<file path="config.mk">
export PLATFORM = sky130hd
export DESIGN_NAME = dct_transpose
export DESIGN_NICKNAME = d
export VERILOG_FILES = /design/src/rtl/dct_transpose.sv
export SDC_FILE = /design/constraint.sdc
export NUM_CORES = 1
export LEC_CHECK = 0
export ABC_AREA = 1
export CORE_MARGIN = 2
export CORE_UTILIZATION = 43
export DETAILED_ROUTE_END_ITERATION = 16
export PLACE_DENSITY = 0.73
export REMOVE_ABC_BUFFERS = 1
export SYNTH_ARGS = -nofsm -noshare
export SYNTH_HDL_FRONTEND = slang
export SYNTH_SLANG_ARGS = --single-unit
export TNS_END_PERCENT = 30
</file>
<file path="constraint.sdc">
create_clock -name clk -period 7.4 [get_ports clk]
set_input_delay 1.85 -clock clk [delete_from_list [all_inputs] [get_ports clk]]
set_output_delay 1.85 -clock clk [all_outputs]
set_load 0.005 [all_outputs]
</file>
<file path="src/rtl/dct_transpose.sv">
//------------------------------------------------------------------------------
// dct_transpose : 8x8 transpose buffer between row-pass and column-pass DCT.
// Optional ping-pong (two-bank) storage enabled by macro TRANSPOSE_PINGPONG_EN.
// Revision: 1.0
//------------------------------------------------------------------------------
`default_nettype none

module dct_transpose #(
  parameter int W = 9
) (
  input  logic           clk,
  input  logic           rst,
  input  logic           in_valid,
  output logic           in_ready,
  input  logic [8*W-1:0] in_row,
  output logic           out_valid,
  input  logic           out_ready,
  output logic [8*W-1:0] out_col,
  output logic [2:0]     out_col_idx,
  output logic           out_last
);

  logic [W-1:0] r_mem [0:1][0:7][0:7];
  logic [1:0]   r_full;
  logic         r_wr_bank;
  logic         r_rd_bank;
  logic [2:0]   r_wr_row;
  logic [2:0]   r_rd_col;

  logic w_wr_fire;
  logic w_rd_fire;
  logic w_wr_done;
  logic w_rd_done;
  logic w_wr_bank_nxt;
  logic w_rd_bank_nxt;

`ifdef TRANSPOSE_PINGPONG_EN
  assign w_wr_bank_nxt = ~r_wr_bank;
  assign w_rd_bank_nxt = ~r_rd_bank;
`else
  assign w_wr_bank_nxt = 1'b0;
  assign w_rd_bank_nxt = 1'b0;
`endif

  assign in_ready    = ~r_full[r_wr_bank];
  assign out_valid   = r_full[r_rd_bank];
  assign out_col_idx = r_rd_col;
  assign out_last    = out_valid && (r_rd_col == 3'd7);

  assign w_wr_fire = in_valid && in_ready;
  assign w_rd_fire = out_valid && out_ready;
  assign w_wr_done = w_wr_fire && (r_wr_row == 3'd7);
  assign w_rd_done = w_rd_fire && (r_rd_col == 3'd7);

  always_ff @(posedge clk) begin
    if (rst) begin
      r_full    <= 2'b00;
      r_wr_bank <= 1'b0;
      r_rd_bank <= 1'b0;
      r_wr_row  <= 3'd0;
      r_rd_col  <= 3'd0;
    end else begin
      if (w_wr_fire) r_wr_row <= r_wr_row + 3'd1;
      if (w_wr_done) r_wr_bank <= w_wr_bank_nxt;
      if (w_rd_fire) r_rd_col <= r_rd_col + 3'd1;
      if (w_rd_done) r_rd_bank <= w_rd_bank_nxt;
      // A bank cannot be completed and drained in the same cycle, so set/clear never collide.
      for (int b = 0; b < 2; b++) begin
        if (w_wr_done && (r_wr_bank == 1'(b)))
          r_full[b] <= 1'b1;
        else if (w_rd_done && (r_rd_bank == 1'(b)))
          r_full[b] <= 1'b0;
      end
    end
  end

  always_ff @(posedge clk) begin
    if (w_wr_fire) begin
      for (int c = 0; c < 8; c++)
        r_mem[r_wr_bank][r_wr_row][c] <= in_row[(8-c)*W-1 -: W];
    end
  end

  always_comb begin
    out_col = '0;
    if (out_valid) begin
      for (int i = 0; i < 8; i++)
        out_col[(8-i)*W-1 -: W] = r_mem[r_rd_bank][i][r_rd_col];
    end
  end

endmodule

`default_nettype wire

</file>
==> impl_metrics.env, run 1 <==
export IMPL_htreeDepth=2
export IMPL_ys_types=16
export IMPL_synth_top_cell_by_area="edfxtp_1"
export IMPL_grt_pass1_vias=15800
export IMPL_multi_input_area_um2=5300
export IMPL_cp_cell_sequence="inv_4, buf_4, nand3_1, nand3_1, nand2_1, nor2_1, clkdlybuf4s50_1"
export IMPL_placed_cells=3380
export IMPL_critPathKind="reg -> out"
export IMPL_cts_tree="built"
export IMPL_rsz0062_at_grt="false"
export IMPL_crit_arrival_ns=3.73
export IMPL_holdPathStages=2
export IMPL_worstHoldEndpoint="r_wr_row[0]"
export IMPL_ys_seq_area_share_pct=68.6
export IMPL_io_buffers=153
export IMPL_start_kind="flip-flop"
export IMPL_wl_per_cell_um=16.5
export IMPL_max_cap_violations=0
export IMPL_period_share_pct=75.4
export IMPL_hp_class="reg -> reg"
export IMPL_num_io_pins=154
export IMPL_core_um2=58800
export IMPL_cts_clk_slew_worst_paths_ns=0.06
export IMPL_r2r_cells=6
export IMPL_setup_tns_final_ns=0
export IMPL_cpMaxStageDelayCell="inv_4"
export IMPL_fmax_mhz=179
export IMPL_cts_buffer_depth=3
export IMPL_syn_inst=2550
export IMPL_nets=2744
export IMPL_grt_max_degree=199
export IMPL_area_growth_pct=15.4
export IMPL_num_vias=16700
export IMPL_outcome="finished, final reports clean"
export IMPL_r2r_setup_slack_ns=3.98
export IMPL_synth_most_common_cell="nand2_1"
export IMPL_required_ns=5.55
export IMPL_synth_top_area_share_pct=68.0
export IMPL_r2r_end="r_mem[0][400]"
export IMPL_ys_top_cells_by_count="736 x nand2_1, 584 x inv_1, 576 x edfxtp_1"
export IMPL_cts_root_buf="clkbuf_16"
export IMPL_power_density_nw_per_um2=226
export IMPL_grt_pass1_wl_um=87500
export IMPL_synthArstFlopShare_pct=0
export IMPL_synth_area_top_cells="edfxtp_1 68%, nand2_1 11%, inv_1 8.6%"
export IMPL_dp_hpwl_um=32100
export IMPL_fin_crit_ns=5.58
export IMPL_die_h_um=247
export IMPL_fillers=5200
export IMPL_vias_per_cell=4.80
export IMPL_start_util_pct=43.3
export IMPL_track_usage_pct=18.6
export IMPL_r2r_start="r_full[0]"
export IMPL_drc_errors=0
export IMPL_fp_row_count=89
export IMPL_slew_headroom_pct=17.3
export IMPL_end_kind="output port"
export IMPL_first_pass_iters=7
export IMPL_slew_violations=0
export IMPL_finalSetupViolCount=0
export IMPL_die_area_um2=61100
export IMPL_path_common_cell="nand3_1"
export IMPL_path_max_fanout=73
export IMPL_cts_resized_gates=0
export IMPL_gp_congestion=0.790
export IMPL_die_w_um=247
export IMPL_syn_area_per_cell_um2=9.97
export IMPL_ys_ff_latch=583
export IMPL_vdd_drop_max_uv=156
export IMPL_hold_viol_final=0
export IMPL_hp_start="r_wr_row[0]"
export IMPL_final_antenna_net_count=0
export IMPL_ys_warn_count=0
export IMPL_ctsHoldBuffers=0
export IMPL_worstMarginPinSlew_ns=1.24
export IMPL_clkLatencyLatePin_ns=0.60
export IMPL_synth_edf_count=576
export IMPL_cts_setup_buffers=0
export IMPL_drt_initial_drc_count=1557
export IMPL_cts_buffers=55
export IMPL_synth_area_um2=25400
export IMPL_drive_gt1_share_pct=3.99
export IMPL_antenna_found_initial=1
export IMPL_clock_sinks=583
export IMPL_wirelength_um=57400
export IMPL_finClkSkew_ns=0.00987
export IMPL_leakagePower_nw=12.4
export IMPL_max_stage_delay_ns=0.69
export IMPL_ff_latch_area_um2=17500
export IMPL_ys_flop_type="edfxtp_1"
export IMPL_gr_total_overflow=0
export IMPL_fin_cells=3482
==> layout make-up <==
| type | count | share of cell area [%] |
|---|---|---|
| antenna | 1 | 0.00853 |
| tap | 773 | 3.30 |
| timing repair buffer | 175 | 5.87 |
| inverter | 586 | 7.53 |
| multi-input combinational | 1263 | 18.1 |
| sequential | 583 | 59.5 |
| clock inverter | 29 | 0.763 |
| clock buffer | 72 | 4.98 |
==> per-layer routing <==
metal	part of all wire (%)	wire length (µm)	track usage [%]	vias up
met5	0	0	0	-
met4	2.1	1190	5.35	0
met3	6.2	3550	2.92	84
met2	49	27900	31.4	510
met1	43	24700	25.1	7918
li1	-	-	-	8208
==> metrics by stage <==
stage	util [%]	total power, W	setup slack (ns)	area (µm²)	hold WS (ns)
after detailed placement	47.0	0.00404	2.37	27700	0.490
after global placement	47.0	0.00404	2.42	27700	0.480
after floorplan	-	0.00391	-5.14	24900	0.457
final	49.9	0.00663	1.82	29300	0.499
after global routing	49.9	0.00683	1.55	29300	0.515
after CTS	49.9	0.00668	1.71	29300	0.500
==> layout by cell type, fill, tap and decap left out, types with 8 or more instances in the layout <==
cell             count
nor2_1             148
clkbuf_16           56
clkinv_2             9
clkinv_1            13
edfxtp_1           576
clkbuf_1            16
clkdlybuf4s50_1    153
nand3_1            360
nor2_4               8
nand2_1            736
inv_1              584
buf_4               20
==> sequential cells by signal, indices dropped and copies added, names as in the netlist <==
| register | flops |
|---|---|
| r_mem | 576 |
| out_col_idx | 3 |
| r_wr_row | 3 |
| r_full | 1 |
==> cells by family (layout without fill, tap and decap cells) <==
family,Yosys count,count (layout),synth area share [%]
simple gates,1252,1252,20.2
buf+inv,704,862,10.8
fa+ha+maj,4,4,0.197
flops,583,583,68.6
other cells,0,1,0
compound gates,7,7,0.167
==> where the power goes <==
part	switching [W]	total, W	internal (W)
registers	0.0000195	0.00374	0.00372
logic	0.000160	0.000232	0.0000716
clock network	0.00117	0.00266	0.00149
total	0.00135	0.00663	0.00528
==> critical path, delay by kind of cell, from the launching register on <==
| kind | cells | cell delay (ns) |
|---|---|---|
| flops | 1 | 0.64 |
| simple gates | 4 | 0.55 |
| buf+inv | 3 | 1.84 |
==> worst max path at each step <==
stage | start | endpoint | slack, ns | cells after the start
floorplan | out_col_idx[0] | out_col[0] | -5.14 | 6
global placement | out_col_idx[1] | out_col[18] | 2.42 | 7
detailed placement | out_col_idx[0] | out_col[70] | 2.37 | 8
CTS | out_col_idx[0] | out_col[70] | 1.71 | 8
global route | out_col_idx[0] | out_col[70] | 1.55 | 8
finish | out_col_idx[1] | out_col[22] | 1.82 | 7
Power figures use the tool's default switching activity.
==> inputs of run 2 (changes only) <==
- PLACE_DENSITY: 0.73 -> 0.75
- clock period: 7.4 -> 4.6 ns (I/O delays scaled with it)
==> run 2 against run 1 <==
Effect of this change: worst setup slack worse by 1.6 ns; routed wire length is 1.3% higher; critical path depth is 1 higher; sequential power is 61% higher; hold slack better by 0.0041 ns; sequential share of layout area is 0.53 points lower; non-clock buffer count is 14 higher; register-to-register slack worse by 2.0 ns; clock power is 65% higher; largest cell class unchanged.
==> impl_metrics.env, run 2 (synthesized netlist as in run 1, its figures left out) <==
export IMPL_crit_arrival_ns=3.22
export IMPL_grt_pass1_vias=16000
export IMPL_drc_errors=0
export IMPL_grt_max_degree=147
export IMPL_largest_register_ffs=576
export IMPL_fillers=5092
export IMPL_clock_sinks=583
export IMPL_worstMarginPinSlew_ns=0.795
export IMPL_vias_per_cell=4.84
export IMPL_r2r_start="r_full[0]"
export IMPL_drive_gt1_share_pct=4.81
export IMPL_die_h_um=247
export IMPL_required_ns=3.45
export IMPL_num_io_pins=154
export IMPL_max_cap_violations=0
export IMPL_hold_ws_ns=0.503
export IMPL_cts_buffers=56
export IMPL_die_w_um=247
export IMPL_drt_initial_drc_count=1572
export IMPL_fmax_mhz=229
export IMPL_end_kind="output port"
export IMPL_hp_class="reg -> reg"
export IMPL_hold_viol_final=0
export IMPL_r2r_end="r_mem[0][398]"
export IMPL_ff_latch_area_um2=17500
export IMPL_design_area_um2=29600
export IMPL_wirelength_um=58100
export IMPL_first_pass_iters=8
export IMPL_vdd_drop_max_uv=286
export IMPL_wl_met2_um=27700
export IMPL_cts_tree="built"
export IMPL_cp_cell_sequence="inv_8, buf_12, nand2_1, nand3_1, nand3_1, nand2_1, nor2_1, clkdlybuf4s50_1"
export IMPL_antenna_found_initial=2
export IMPL_start_kind="flip-flop"
export IMPL_regMostFlops="r_mem"
export IMPL_cts_resized_gates=0
export IMPL_endpoint="out_col[12]"
export IMPL_layout_common_cells="736 x nand2_1, 584 x inv_1, 576 x edfxtp_1"
export IMPL_cts_buffer_depth=3
export IMPL_finalSetupViolCount=0
export IMPL_cts_root_buf="clkbuf_16"
export IMPL_cts_setup_buffers=0
export IMPL_wl_per_cell_um=16.6
export IMPL_grt_pass1_wl_um=89600
export IMPL_finClkSkew_ns=0.0144
export IMPL_utilization_pct=50.3
export IMPL_antenna_cells=0
export IMPL_clkLatencyLatePin_ns=0.62
export IMPL_slew_headroom_pct=47.0
export IMPL_multi_input_area_um2=5300
export IMPL_gr_total_overflow=0
export IMPL_highest_layer="met5"
export IMPL_nets=2759
export IMPL_gp_congestion=0.779
export IMPL_io_buffers=153
export IMPL_outcome="finished, final reports clean"
export IMPL_slew_violations=0
export IMPL_leakagePower_nw=12.6
export IMPL_die_area_um2=61100
export IMPL_ctsHoldBuffers=0
export IMPL_path_max_fanout=105
export IMPL_layout_setup_ws_ns=0.230
export IMPL_num_vias=16900
export IMPL_area_growth_pct=16.4
export IMPL_final_antenna_net_count=0
export IMPL_post_place_ws_ns=0.952
export IMPL_r2r_setup_slack_ns=1.96
export IMPL_route_met3_wl_um=3830
export IMPL_met1_length_um=24800
export IMPL_start_util_pct=43.3
export IMPL_max_stage_delay_ns=0.62
export IMPL_critPathKind="reg -> out"
export IMPL_fin_crit_ns=4.37
export IMPL_htreeDepth=2
export IMPL_cts_clk_slew_worst_paths_ns=0.06
export IMPL_rsz0062_at_grt="false"
export IMPL_power_total_w=0.0108
export IMPL_core_um2=58800
export IMPL_period_share_pct=95.0
export IMPL_power_density_nw_per_um2=365
export IMPL_dp_hpwl_um=33600
export IMPL_fp_row_count=89
export IMPL_critical_path_startpoint="out_col_idx[0]"
export IMPL_cpMaxStageDelayCell="dfxtp_4"
export IMPL_layout_commonest_cell="nand2_1"
export IMPL_track_usage_pct=19.0
export IMPL_r2r_cells=7
export IMPL_place_area_um2=27800
==> run 2: worst min path at each step <==
stage / from / to / cells after the start
floorplan: r_wr_row[0] / r_wr_row[0] / 2
global placement: r_wr_row[0] / r_wr_row[0] / 2
detailed placement: r_wr_row[0] / r_wr_row[0] / 2
CTS: r_wr_row[0] / r_wr_row[0] / 2
global route: r_wr_row[0] / r_wr_row[0] / 2
finish: r_wr_row[0] / r_wr_row[0] / 2
==> run 2: routing by layer <==
layer / vias up / track usage, %
met5: - / 0
met4: 4 / 7.01
met3: 115 / 3.11
met2: 593 / 30.9
met1: 7983 / 25.8
li1: 8233 / -
==> run 2: final cells by class <==
type	instances	area share, %
clock buffers	65	4.85
inverters	586	7.46
flip-flops and latches	583	59.0
clock inverters	39	1.09
repair buffers	189	6.47
well taps	773	3.27
multi-input cells	1263	17.9
==> run 2: metrics by stage <==
| step | TNS [ns] | std cells |
|---|---|---|
| floorplan | -769.81 | 2432 |
| global placement | 0 | 3394 |
| detailed placement | 0 | 3394 |
| CTS | 0 | 3498 |
| global route | 0 | 3498 |
| finish | 0 | 3498 |
==> run 2: critical path: cells and delay by family, from the launching register on <==
kind | cells | cell delay (ns)
simple gates | 5 | 0.66
flops | 1 | 0.62
buf+inv | 3 | 1.22
==> run 2: report_power, final <==
part / leakage, nW / internal, W / switching (W)
registers: 5.29 / 0.00599 / 0.0000294
logic: 6.41 / 0.000117 / 0.000265
clock network: 0.860 / 0.00247 / 0.00194
total: 12.6 / 0.00857 / 0.00223
